### src/rtl/rf_pulse_seq_if.sv
`default_nettype none
// ============================================================================
//  Module      : rf_pulse_seq_if
//  Description : Configuration write bus for rf_pulse_seq.
//                Carries a one-cycle write strobe, the register address and
//                the write data.
//  Revision    : 1.0 - initial release
// ============================================================================
interface rf_pulse_seq_if #(
   parameter int ADDR_W = 4,
   parameter int CNT_W  = 16
);
   logic              iWR;
   logic [ADDR_W-1:0] iADDR;
   logic [CNT_W-1:0]  iWDATA;

   modport master (output iWR, output iADDR, output iWDATA);
   modport slave  (input  iWR, input  iADDR, input  iWDATA);
endinterface
`default_nettype wire

### src/rtl/rf_pulse_seq.sv
`default_nettype none
// ============================================================================
//  Module      : rf_pulse_seq
//  Description : Trigger-driven multi-channel RF gate pulse sequencer.
//                A synchronised rising edge on iTRIG starts a run in which
//                each channel emits one gate pulse of programmable delay and
//                width, followed by an enforced hold-off.
//                Optional feature macro: RF_SEQ_BURST_EN (burst repeat).
//  Revision    : 1.0 - initial release
// ============================================================================
module rf_pulse_seq #(
   parameter int CHANNELS = 4,
   parameter int CNT_W    = 16,
   parameter int ADDR_W   = 4
) (
   input  logic                iCLK,
   input  logic                iRESETn,
   input  logic                iTRIG,
   rf_pulse_seq_if.slave       cfg_i,
   output logic [CHANNELS-1:0] oRF,
   output logic                oBUSY,
   output logic                oDONE,
   output logic                oOVERRUN
);
   // Run timer is one bit wider so DELAY+WIDTH never wraps.
   localparam int TW = CNT_W + 1;

   localparam logic [1:0] c_IDLE = 2'd0;
   localparam logic [1:0] c_RUN  = 2'd1;
   localparam logic [1:0] c_HOLD = 2'd2;

   logic [2:0]          sync_q;
   logic                w_edge;

   logic [CNT_W-1:0]    stg_delay_q [CHANNELS];
   logic [CNT_W-1:0]    stg_width_q [CHANNELS];
   logic [CNT_W-1:0]    stg_hold_q;
   logic [CNT_W-1:0]    act_delay_q [CHANNELS];
   logic [CNT_W-1:0]    act_width_q [CHANNELS];
   logic [CNT_W-1:0]    act_hold_q;

   logic [1:0]          state_q, state_d;
   logic [TW-1:0]       t_q, t_d;
   logic [CNT_W-1:0]    h_q, h_d;

   logic [TW-1:0]       w_end [CHANNELS];
   logic [TW-1:0]       w_len;
   logic                w_run_last;
   logic                w_hold_last;
   logic                w_repeat;

   logic [CHANNELS-1:0] rf_q, rf_d;
   logic                done_q, done_d;
   logic                ovr_q, ovr_d;

`ifdef RF_SEQ_BURST_EN
   logic [CNT_W-1:0]    stg_burst_q;
   logic [CNT_W-1:0]    act_burst_q;
   logic [CNT_W-1:0]    rep_q, rep_d;

   // Another pass is due while rep+1 is below max(BURST,1).
   assign w_repeat = (TW'(rep_q) + TW'(1)) <
                     ((act_burst_q == '0) ? TW'(1) : TW'(act_burst_q));
`else
   assign w_repeat = 1'b0;
`endif

   // Two-flop synchroniser plus one history flop for edge detection.
   always_ff @(posedge iCLK) begin
      if (!iRESETn) sync_q <= '0;
      else          sync_q <= {sync_q[1:0], iTRIG};
   end

   assign w_edge = sync_q[1] & ~sync_q[2];

   // Staging registers written from the configuration bus.
   always_ff @(posedge iCLK) begin
      if (!iRESETn) begin
         for (int i = 0; i < CHANNELS; i++) begin
            stg_delay_q[i] <= '0;
            stg_width_q[i] <= '0;
         end
         stg_hold_q <= '0;
`ifdef RF_SEQ_BURST_EN
         stg_burst_q <= '0;
`endif
      end else if (cfg_i.iWR) begin
         for (int i = 0; i < CHANNELS; i++) begin
            if (cfg_i.iADDR == ADDR_W'(2 * i))     stg_delay_q[i] <= cfg_i.iWDATA;
            if (cfg_i.iADDR == ADDR_W'(2 * i + 1)) stg_width_q[i] <= cfg_i.iWDATA;
         end
         if (cfg_i.iADDR == ADDR_W'(2 * CHANNELS)) stg_hold_q <= cfg_i.iWDATA;
`ifdef RF_SEQ_BURST_EN
         if (cfg_i.iADDR == ADDR_W'(2 * CHANNELS + 1)) stg_burst_q <= cfg_i.iWDATA;
`endif
      end
   end

   // Snapshot staging into the active copy when a trigger is accepted.
   always_ff @(posedge iCLK) begin
      if (!iRESETn) begin
         for (int i = 0; i < CHANNELS; i++) begin
            act_delay_q[i] <= '0;
            act_width_q[i] <= '0;
         end
         act_hold_q <= '0;
`ifdef RF_SEQ_BURST_EN
         act_burst_q <= '0;
`endif
      end else if (state_q == c_IDLE && w_edge) begin
         act_delay_q <= stg_delay_q;
         act_width_q <= stg_width_q;
         act_hold_q  <= stg_hold_q;
`ifdef RF_SEQ_BURST_EN
         act_burst_q <= stg_burst_q;
`endif
      end
   end

   // Per-channel end times and the overall run length.
   always_comb begin
      w_len = '0;
      for (int i = 0; i < CHANNELS; i++) begin
         w_end[i] = TW'(act_delay_q[i]) + TW'(act_width_q[i]);
         if (w_end[i] > w_len) w_len = w_end[i];
      end
      w_run_last  = (w_len == '0) || (t_q == w_len - TW'(1));
      w_hold_last = (act_hold_q == '0) || (h_q >= act_hold_q - CNT_W'(1));
   end

   // State register with run timer, hold counter and repeat counter.
   always_ff @(posedge iCLK) begin
      if (!iRESETn) begin
         state_q <= c_IDLE;
         t_q     <= '0;
         h_q     <= '0;
`ifdef RF_SEQ_BURST_EN
         rep_q   <= '0;
`endif
      end else begin
         state_q <= state_d;
         t_q     <= t_d;
         h_q     <= h_d;
`ifdef RF_SEQ_BURST_EN
         rep_q   <= rep_d;
`endif
      end
   end

   // Next-state and counter update logic.
   always_comb begin
      state_d = state_q;
      t_d     = t_q;
      h_d     = h_q;
`ifdef RF_SEQ_BURST_EN
      rep_d   = rep_q;
`endif
      case (state_q)
         c_IDLE: begin
            if (w_edge) begin
               state_d = c_RUN;
               t_d     = '0;
`ifdef RF_SEQ_BURST_EN
               rep_d   = '0;
`endif
            end
         end
         c_RUN: begin
            t_d = t_q + TW'(1);
            if (w_run_last) begin
               state_d = c_HOLD;
               h_d     = '0;
            end
         end
         c_HOLD: begin
            h_d = h_q + CNT_W'(1);
            if (w_hold_last) begin
               if (w_repeat) begin
                  state_d = c_RUN;
                  t_d     = '0;
`ifdef RF_SEQ_BURST_EN
                  rep_d   = rep_q + CNT_W'(1);
`endif
               end else begin
                  state_d = c_IDLE;
               end
            end
         end
         default: state_d = c_IDLE;
      endcase
   end

   // Output decode: gate windows, completion and overrun pulses.
   always_comb begin
      rf_d = '0;
      for (int i = 0; i < CHANNELS; i++) begin
         rf_d[i] = (state_q == c_RUN) &&
                   (t_q >= TW'(act_delay_q[i])) && (t_q < w_end[i]);
      end
      done_d = (state_q == c_HOLD) && w_hold_last && !w_repeat;
      ovr_d  = w_edge && (state_q != c_IDLE);
   end

   // Registered outputs.
   always_ff @(posedge iCLK) begin
      if (!iRESETn) begin
         rf_q   <= '0;
         done_q <= 1'b0;
         ovr_q  <= 1'b0;
      end else begin
         rf_q   <= rf_d;
         done_q <= done_d;
         ovr_q  <= ovr_d;
      end
   end

   assign oRF      = rf_q;
   assign oBUSY    = (state_q != c_IDLE);
   assign oDONE    = done_q;
   assign oOVERRUN = ovr_q;

endmodule
`default_nettype wire

### src/flat_wrapper.sv
// flat-port wrapper written by rule: the top's interface ports become plain ports
module rf_pulse_seq_flat 
#(
   parameter int CHANNELS = 4,
   parameter int CNT_W    = 16,
   parameter int ADDR_W   = 4
)
  (iCLK, iRESETn, iTRIG, oRF, oBUSY, oDONE, oOVERRUN, cfg_i_iWR, cfg_i_iADDR, cfg_i_iWDATA);
  rf_pulse_seq_if #(.ADDR_W(ADDR_W), .CNT_W(CNT_W)) cfg_i_i ();
  input  logic iCLK;
  input  logic iRESETn;
  input  logic iTRIG;
  output logic [CHANNELS-1:0] oRF;
  output logic oBUSY;
  output logic oDONE;
  output logic oOVERRUN;
  input wire logic [$bits(cfg_i_i.iWR)-1:0] cfg_i_iWR;
  input wire logic [$bits(cfg_i_i.iADDR)-1:0] cfg_i_iADDR;
  input wire logic [$bits(cfg_i_i.iWDATA)-1:0] cfg_i_iWDATA;
  assign cfg_i_i.iWR = cfg_i_iWR;
  assign cfg_i_i.iADDR = cfg_i_iADDR;
  assign cfg_i_i.iWDATA = cfg_i_iWDATA;
  rf_pulse_seq #(.CHANNELS(CHANNELS), .CNT_W(CNT_W), .ADDR_W(ADDR_W)) u_core (.iCLK(iCLK), .iRESETn(iRESETn), .iTRIG(iTRIG), .cfg_i(cfg_i_i), .oRF(oRF), .oBUSY(oBUSY), .oDONE(oDONE), .oOVERRUN(oOVERRUN));
endmodule
### config.mk
export PLATFORM = sky130hd
export DESIGN_NAME = rf_pulse_seq_flat
export DESIGN_NICKNAME = d
export VERILOG_FILES = /design/src/rtl/rf_pulse_seq_if.sv /design/src/rtl/rf_pulse_seq.sv /design/src/flat_wrapper.sv
export SDC_FILE = /design/constraint.sdc
export NUM_CORES = 1
export LEC_CHECK = 0
export ABC_AREA = 1
export ABC_CLOCK_PERIOD_IN_PS = 17700
export BUFFER_PORTS_ARGS = -buffer_cell sky130_fd_sc_hd__buf_2
export CAP_MARGIN = 20
export CORE_MARGIN = 3
export CORE_UTILIZATION = 30
export DETAILED_ROUTE_END_ITERATION = 7
export GPL_ROUTABILITY_DRIVEN = 0
export GPL_TIMING_DRIVEN = 0
export PLACE_DENSITY = 0.49
export SYNTH_ARGS = -nofsm -noshare
export SYNTH_HDL_FRONTEND = slang
export SYNTH_SLANG_ARGS = --single-unit
export TNS_END_PERCENT = 20
### constraint.sdc
create_clock -name iCLK -period 17.7 [get_ports iCLK]
set_clock_uncertainty 0.05 [all_clocks]
set_input_delay 1.77 -clock iCLK [delete_from_list [all_inputs] [get_ports iCLK]]
set_output_delay 1.77 -clock iCLK [all_outputs]
set_load 0.02 [all_outputs]
After elaboration in Yosys (flattened, before gate mapping)
Index checks and enable logic that the tools add are counted.
{"block": "word_totals", "register_bits": 332, "wordCells": 106, "in_bits": 24, "output_inout_bits": 7}
{"block": "op_classes", "addsub": 8, "mux": 12, "eq_ne": 14, "order_cmp": 13, "n_bitwise": 2, "n_reduce_logical": 32}
{"op": "two-way mux 17 bit", "count": 5}
{"op": "adder 16 x 16 -> 17 bit", "count": 4}
{"op": ">= comparator 17 x 16 -> 1 bit", "count": 4}
{"op": "less-than comparator 17 bit", "count": 4}
{"op": "> comparator 17 bit", "count": 3}
{"op": "case mux 17 bit (2 select lines)", "count": 1}
{"op": "case mux 16 bit (2 select lines)", "count": 1}
{"op": "AND reduction 2 bit", "count": 11}
{"op": "adder 17 x 1 -> 17 bit, second input constant", "count": 1}
{"op": "== test 17 bit", "count": 1}
{"op": "> comparator 17 x 1 -> 1 bit, second input constant", "count": 1}
{"op": "zero test 17 bit", "count": 1}
{"op": "subtractor 17 x 1 -> 17 bit, second input constant", "count": 1}
{"op": "adder 16 x 1 -> 16 bit, second input constant", "count": 1}
{"op": "== test 4 x 3 -> 1 bit, second input constant", "count": 4}
{"op": ">= comparator 16 bit", "count": 1}
{"op": "zero test 16 bit", "count": 1}
{"op": "two-way mux 16 bit", "count": 1}
{"op": "subtractor 16 x 1 -> 16 bit, second input constant", "count": 1}
{"op": "logical AND 1 bit", "count": 11}
{"op": "== test 4 x 2 -> 1 bit, second input constant", "count": 2}
{"op": "two-way mux 2 bit", "count": 3}
{"op": "inequality test 2 x 1 -> 1 bit, second input constant", "count": 3}
{"op": "case mux 2 bit (3 select lines)", "count": 1}
{"op": "other kinds (11)", "count": 14}

Longest topological paths before layout
{"block": "logic_depth", "depth_word": 14, "depth_mapped": 64, "mapped_depth_nobuf": 60}

Worst setup path before layout
OpenSTA, ideal clock, no wires.
{"block": "synth_path", "path_kind": "register to register", "start": "register u_core.act_width_q[32] (netlist bit)", "end": "register u_core.h_q[10]", "required_time_ns": 17.518, "period_less_slack_ns": 6.954, "arrival_ns": 6.772, "setup_slack_ns": 10.746, "stages_incl_launch_ff": 55, "setup_ns": 0.132, "n_path_buf": 3, "cell_sequence": "dfxtp_1 ha_1 fa_1 nand3_1 nand3_1 nand2_1 nand2_1 nand3_1 nand3b_1 nand2_1 inv_1 ha_1 nand2_1 nor2_4 and2_1 nand2_1 nand3_4 buf_4 [... 19 more ...] nand3_2 nand2_4 inv_4 nand2_1 nand2_2 ha_1 nand3_2 nor2_4 nand2_2 o21bai_1 nand2_1 nor2_1 nand3_1 o21bai_2 nand2_2 buf_6 nand3_1 a21oi_1"}
{"block": "synth_between", "elab_chain_cells": 12, "word_cells_on_any_way": 13, "cone_classes": "add/sub (2); order compare (3); eq/ne (2); mux (3); reduce/logical (3)"}
{"element": "start, declared", "line_no": "rf_pulse_seq.sv:39", "rtl": "logic [CNT_W-1:0] act_width_q [CHANNELS];"}
{"element": "start signal, assigned", "line_no": "rf_pulse_seq.sv:112", "rtl": "act_width_q <= stg_width_q;"}
{"element": "adder 16 x 16 -> 17 bit *", "line_no": "rf_pulse_seq.sv:124", "rtl": "w_end[i] = TW'(act_delay_q[i]) + TW'(act_width_q[i]);"}
{"element": "> comparator 17 bit", "line_no": "rf_pulse_seq.sv:125", "rtl": "if (w_end[i] > w_len) w_len = w_end[i];"}
{"element": "two-way mux 17 bit *", "line_no": "rf_pulse_seq.sv:125"}
{"element": "> comparator 17 bit", "line_no": "rf_pulse_seq.sv:125"}
{"element": "two-way mux 17 bit *", "line_no": "rf_pulse_seq.sv:125"}
{"element": "> comparator 17 bit", "line_no": "rf_pulse_seq.sv:125"}
{"element": "two-way mux 17 bit *", "line_no": "rf_pulse_seq.sv:125"}
{"element": "subtractor 17 x 1 -> 17 bit", "line_no": "rf_pulse_seq.sv:127", "rtl": "w_run_last = (w_len == '0) || (t_q == w_len - TW'(1));"}
{"element": "== test 17 bit", "line_no": "rf_pulse_seq.sv:127"}
{"element": "logical OR 1 bit *", "line_no": "rf_pulse_seq.sv:127"}
{"element": "inequality test 2 x 1 -> 1 bit (no source line) *"}
{"element": "AND reduction 2 bit (no source line) *"}
{"element": "end signal, assigned", "line_no": "rf_pulse_seq.sv:136", "rtl": "h_q <= '0;"}
{"element": "end signal, assigned", "line_no": "rf_pulse_seq.sv:143", "rtl": "h_q <= h_d;"}
{"element": "end, declared", "line_no": "rf_pulse_seq.sv:44", "rtl": "logic [CNT_W-1:0] h_q, h_d;"}
Every way passes the cells marked *; elsewhere a longest branch is shown, timed or not.
A chain may end at the register's enable or synchronous reset.

Worst setup path in the final report
{"block": "layout_path", "start": "register u_core.act_delay_q[32] (netlist bit)", "end": "register u_core.h_q[9]"}
{"block": "layout_between", "elab_chain_cells": 12, "word_cells_on_any_way": 13, "cone_classes": "add/sub (2); order compare (3); eq/ne (2); mux (3); reduce/logical (3)"}
{"element": "start, declared", "line_no": "rf_pulse_seq.sv:38", "rtl": "logic [CNT_W-1:0] act_delay_q [CHANNELS];"}
{"element": "start signal, assigned", "line_no": "rf_pulse_seq.sv:111", "rtl": "act_delay_q <= stg_delay_q;"}
{"element": "adder 16 x 16 -> 17 bit *", "line_no": "rf_pulse_seq.sv:124"}
{"element": "> comparator 17 bit", "line_no": "rf_pulse_seq.sv:125"}
{"element": "two-way mux 17 bit *", "line_no": "rf_pulse_seq.sv:125"}
{"element": "> comparator 17 bit", "line_no": "rf_pulse_seq.sv:125"}
{"element": "two-way mux 17 bit *", "line_no": "rf_pulse_seq.sv:125"}
{"element": "> comparator 17 bit", "line_no": "rf_pulse_seq.sv:125"}
{"element": "two-way mux 17 bit *", "line_no": "rf_pulse_seq.sv:125"}
{"element": "subtractor 17 x 1 -> 17 bit", "line_no": "rf_pulse_seq.sv:127"}
{"element": "== test 17 bit", "line_no": "rf_pulse_seq.sv:127"}
{"element": "logical OR 1 bit *", "line_no": "rf_pulse_seq.sv:127"}
{"element": "inequality test 2 x 1 -> 1 bit (no source line) *"}
{"element": "AND reduction 2 bit (no source line) *"}
Marks and branches as above.

==> summary.txt <==
Outcome
  • Status: finished clean

Routing
  • Met1 Wirelength: 39.5 mm
  • Routed WL: 82.7 mm
  • Routed met2 length: 36.7 mm
  • Drt first pass iters: 6
  • Vias per inst: approximately 4.9
  • Vias: roughly 21000
  • Antenna Nets Post-Route: 0
  • Drt wl/cell: ~19 µm
  • DRC viols: 0
  • WL met3: around 4 mm
  • Max Used Layer: met4
  • DRT iter0 DRCs: about 1700

Worst setup path
  • CP Launch Point: u_core.act_delay_q[32]
  • Critical Path Max Stage Delay: ~0.51 ns
  • Worst Setup EP: u_core.h_q[9]
  • Slowest CP cell: o21bai_2
  • Critical R2R Launch: u_core.act_delay_q[32]
  • Worst Path Required: 18.06 ns
  • Reg-to-reg slack, setup: between 8 and 9 ns
  • CP Launch Type: flop
  • CP endpoint kind: flop
  • Reg2reg end: u_core.h_q[9]
  • Path depth of the worst reg2reg path: 56
  • Critical path data arrival time: approximately 9.9 ns
  • Crit-path max FO: 10
  • Worst setup path class: reg2reg
  • CP dominant cell by count: nand2_1

Cells and area
  • Nets: ~3600
  • FF/Latch Area: ~6600 µm²
  • # fillers: approximately 8000
  • Layout cells sized above 1: under 10%
  • Multi-input gate area: roughly 14000 µm²
  • Area growth from synthesis to layout: 11.9%
  • Non-filler cells, final: between 4000 and 5000
  • Diode count: 0

Global route
  • Largest net degree at the start of global routing: 16
  • Number of global-route vias before repair: 19700
  • First-pass GRT wire length: between 100 and 150 mm
  • Gr ovfl total: 0
  • Antenna violations before repair: 0
  • GR Util All Layers: a little over a fifth

CTS
  • Hold buffer count at CTS: 0
  • Longest Clk Path Bufs: 3
  • Cts repair resizes: 0
  • Num CTS Buffers: 39
  • CTS sink count: around 330
  • CTS tree: done
  • Clk_lat worst skew: 0.57 ns
  • Register clock-pin slew on the reported worst setup and hold paths: approximately 0.06 ns
  • Post-CTS setup buffers: 0
  • CTS H-tree depth: 2
  • Clock root buffer: clkbuf_16

Pwr
  • NetSw: between 1 and 1.5 mW
  • Switching share of power: around 42%
  • Register share of total power: ~28%
  • Clk network pwr share: 29.4%
  • Maximum VDD drop: 0.0000667 V
  • Power density over the cells: about 110 nW/µm²
  • Logic gate share of total power: a little over two fifths
  • Internal power: 1.63 mW
  • Leak pwr: 12.0 nW

Timing
  • Final min period: between 9 and 10 ns
  • Final-report hold violation count: 0
  • Final setup viols: 0
  • TNS Setup: 0 ns
  • Slew Limit Fails: 0
  • Worst Max-Slew Pin Slew: about 1.2 ns
  • Max Fclk: about 0.10 GHz
  • Crit share post-route: between 50% and 60%
  • Slew margin rel.: 20.9%
  • RSZ-0062 raised after global routing: false

Flow run
  • Maxcap violations: 0

Logic synthesis
  • Syn nets: 3580
  • Yosys warns: 0
  • Distinct cells, synth: between 60 and 70
  • Seq/Total Area, Yosys: between 20 and 30%
  • Synth Flop Type: dfxtp_1
  • Post-synth EDFFs: 0
  • Syn avg cell area: about 6.8 µm²
  • Synth Instances: 3288
  • FF+latch count, synth: roughly 330
  • Asr flop ratio synth: 0%
  • Synth Cell Area: approximately 22000 µm²

Floorplanning
  • Total core area: about 73000 µm²
  • # IOs: 31
  • Die area: 78000 µm²
  • FP Rows: 99
  • Die width: about 280 µm
  • Die H: between 200 and 300 µm
  • Initial core utilization: a little over 30%

Min path
  • Worst min path class: reg2reg
  • Worst hold path depth: 2

Placed design
  • # port buffers: 13
  • DP Wirelength: between 60 and 70 mm
  • Dpl cells: approximately 4300
[state kept, by name, indices dropped and copies added, names as in the netlist]
register	cells
u_core.sync_q	3
u_core.act_delay_q	64
u_core.act_width_q	64
u_core.act_hold_q	16
u_core.stg_width_q	64
u_core.t_q	17
u_core.stg_hold_q	16
u_core.h_q	16
u_core.oRF	4
u_core.oOVERRUN	1
u_core.state_q	2
u_core.oDONE	1
u_core.stg_delay_q	64
[layout make-up]
class | count | area share [%]
clock inverters | 20 | 0.813
flip-flops and latches | 332 | 26.5
well taps | 959 | 4.79
repair buffers | 19 | 0.584
plain buffers | 126 | 2.12
clock buffers | 51 | 4.44
inverters | 391 | 5.88
multi-input cells | 2439 | 54.9
[cells in the mapped netlist, drive strengths merged (7+ instances only)]
| master | number | area, µm² |
|---|---|---|
| nand2 | 617 | 2390 |
| xor2 | 38 | 340 |
| nand4 | 38 | 244 |
| inv | 387 | 1460 |
| and2 | 10 | 62.6 |
| dfxtp | 332 | 6650 |
| a21o | 15 | 113 |
| nor2 | 493 | 1940 |
| clkbuf | 96 | 362 |
| a211oi | 12 | 90.1 |
| nor4 | 9 | 56.3 |
| nand3b | 15 | 116 |
| nand3 | 206 | 1130 |
| a31oi | 7 | 56.3 |
| a21oi | 267 | 1350 |
| buf | 30 | 170 |
| o21ai | 338 | 1690 |
| ha | 264 | 3300 |
| xnor2 | 19 | 166 |
| a221oi | 11 | 96.3 |
| o21bai | 12 | 93.8 |
| nor3 | 27 | 135 |
[logic make-up after synthesis]
logic type	Yosys count	synth area share, %
flip-flops	332	29.7
AO/OA/AOI/OAI	694	16.7
XOR/XNOR	57	2.26
AND/OR/NAND/NOR	1420	27.3
adder cells (fa/ha/maj)	268	15.1
buffers and inverters	517	8.95
[worst min-delay path by stage]
stage | slack [ns] | from | to
6_report | 0.36 | u_core.sync_q[0] | u_core.sync_q[1]
5_1_grt | 0.39 | u_core.sync_q[0] | u_core.sync_q[1]
4_1_cts | 0.37 | u_core.sync_q[0] | u_core.sync_q[1]
3_5_place_dp | 0.35 | u_core.sync_q[0] | u_core.sync_q[1]
3_3_place_gp | 0.35 | u_core.sync_q[0] | u_core.sync_q[1]
2_1_floorplan | 0.34 | u_core.sync_q[0] | u_core.sync_q[1]
[per-layer routing]
metal | global-route usage [%] | vias up
met5 | 0 | -
met4 | 6.45 | 0
li1 | - | 11000
met3 | 2.28 | 119
met1 | 29.2 | 9749
met2 | 33.6 | 526
[stage by stage]
step	setup slack (ns)	area, µm²	total power, mW	util [%]	hold slack, ns
2_1_floorplan	10.75	22400	1.67	-	0.340
3_3_place_gp	8.14	23700	2.00	32.2	0.349
3_5_place_dp	8.24	23800	2.00	32.3	0.349
4_1_cts	8.19	25100	2.84	34.1	0.365
5_1_grt	7.50	25100	3.02	34.1	0.386
6_report	8.16	25100	2.83	34.1	0.362
[cell usage in the layout (no fill, tap or decap), types with 6 or more instances in the layout]
cell,n
nand2_1,592
nor2_1,476
inv_1,382
o21ai_0,333
dfxtp_1,332
a21oi_1,264
ha_1,264
nand3_1,187
clkbuf_1,99
clkbuf_16,40
xor2_1,37
nand4_1,37
nor3_1,27
nand2_2,22
buf_2,20
xnor2_1,19
nand3_2,18
a21o_1,15
buf_1,15
nand3b_1,14
a211oi_1,12
o21bai_1,11
a221oi_1,11
clkinv_2,11
and2_1,10
nor2_4,9
nor4_1,9
nor2_2,8
clkbuf_8,7
buf_6,6
o31ai_1,6
[worst max-delay path: cells and delay by family (launching register included)]
family / cells / cell delay, ns
flip-flops: 1 / 0.42
AND/OR/NAND/NOR: 38 / 4.95
adder cells (fa/ha/maj): 6 / 1.87
buffers and inverters: 8 / 1.13
AO/OA/AOI/OAI: 4 / 0.88
[power by group through the flow]
stage,clock network [mW],registers (mW),logic (mW)
global route,0.874,0.796,1.35
finish,0.830,0.794,1.20
floorplan,0,0.799,0.868
CTS,0.846,0.794,1.20
detailed placement,0,0.810,1.19
global placement,0,0.810,1.19
No activity file was read; power rests on OpenSTA's default activity.
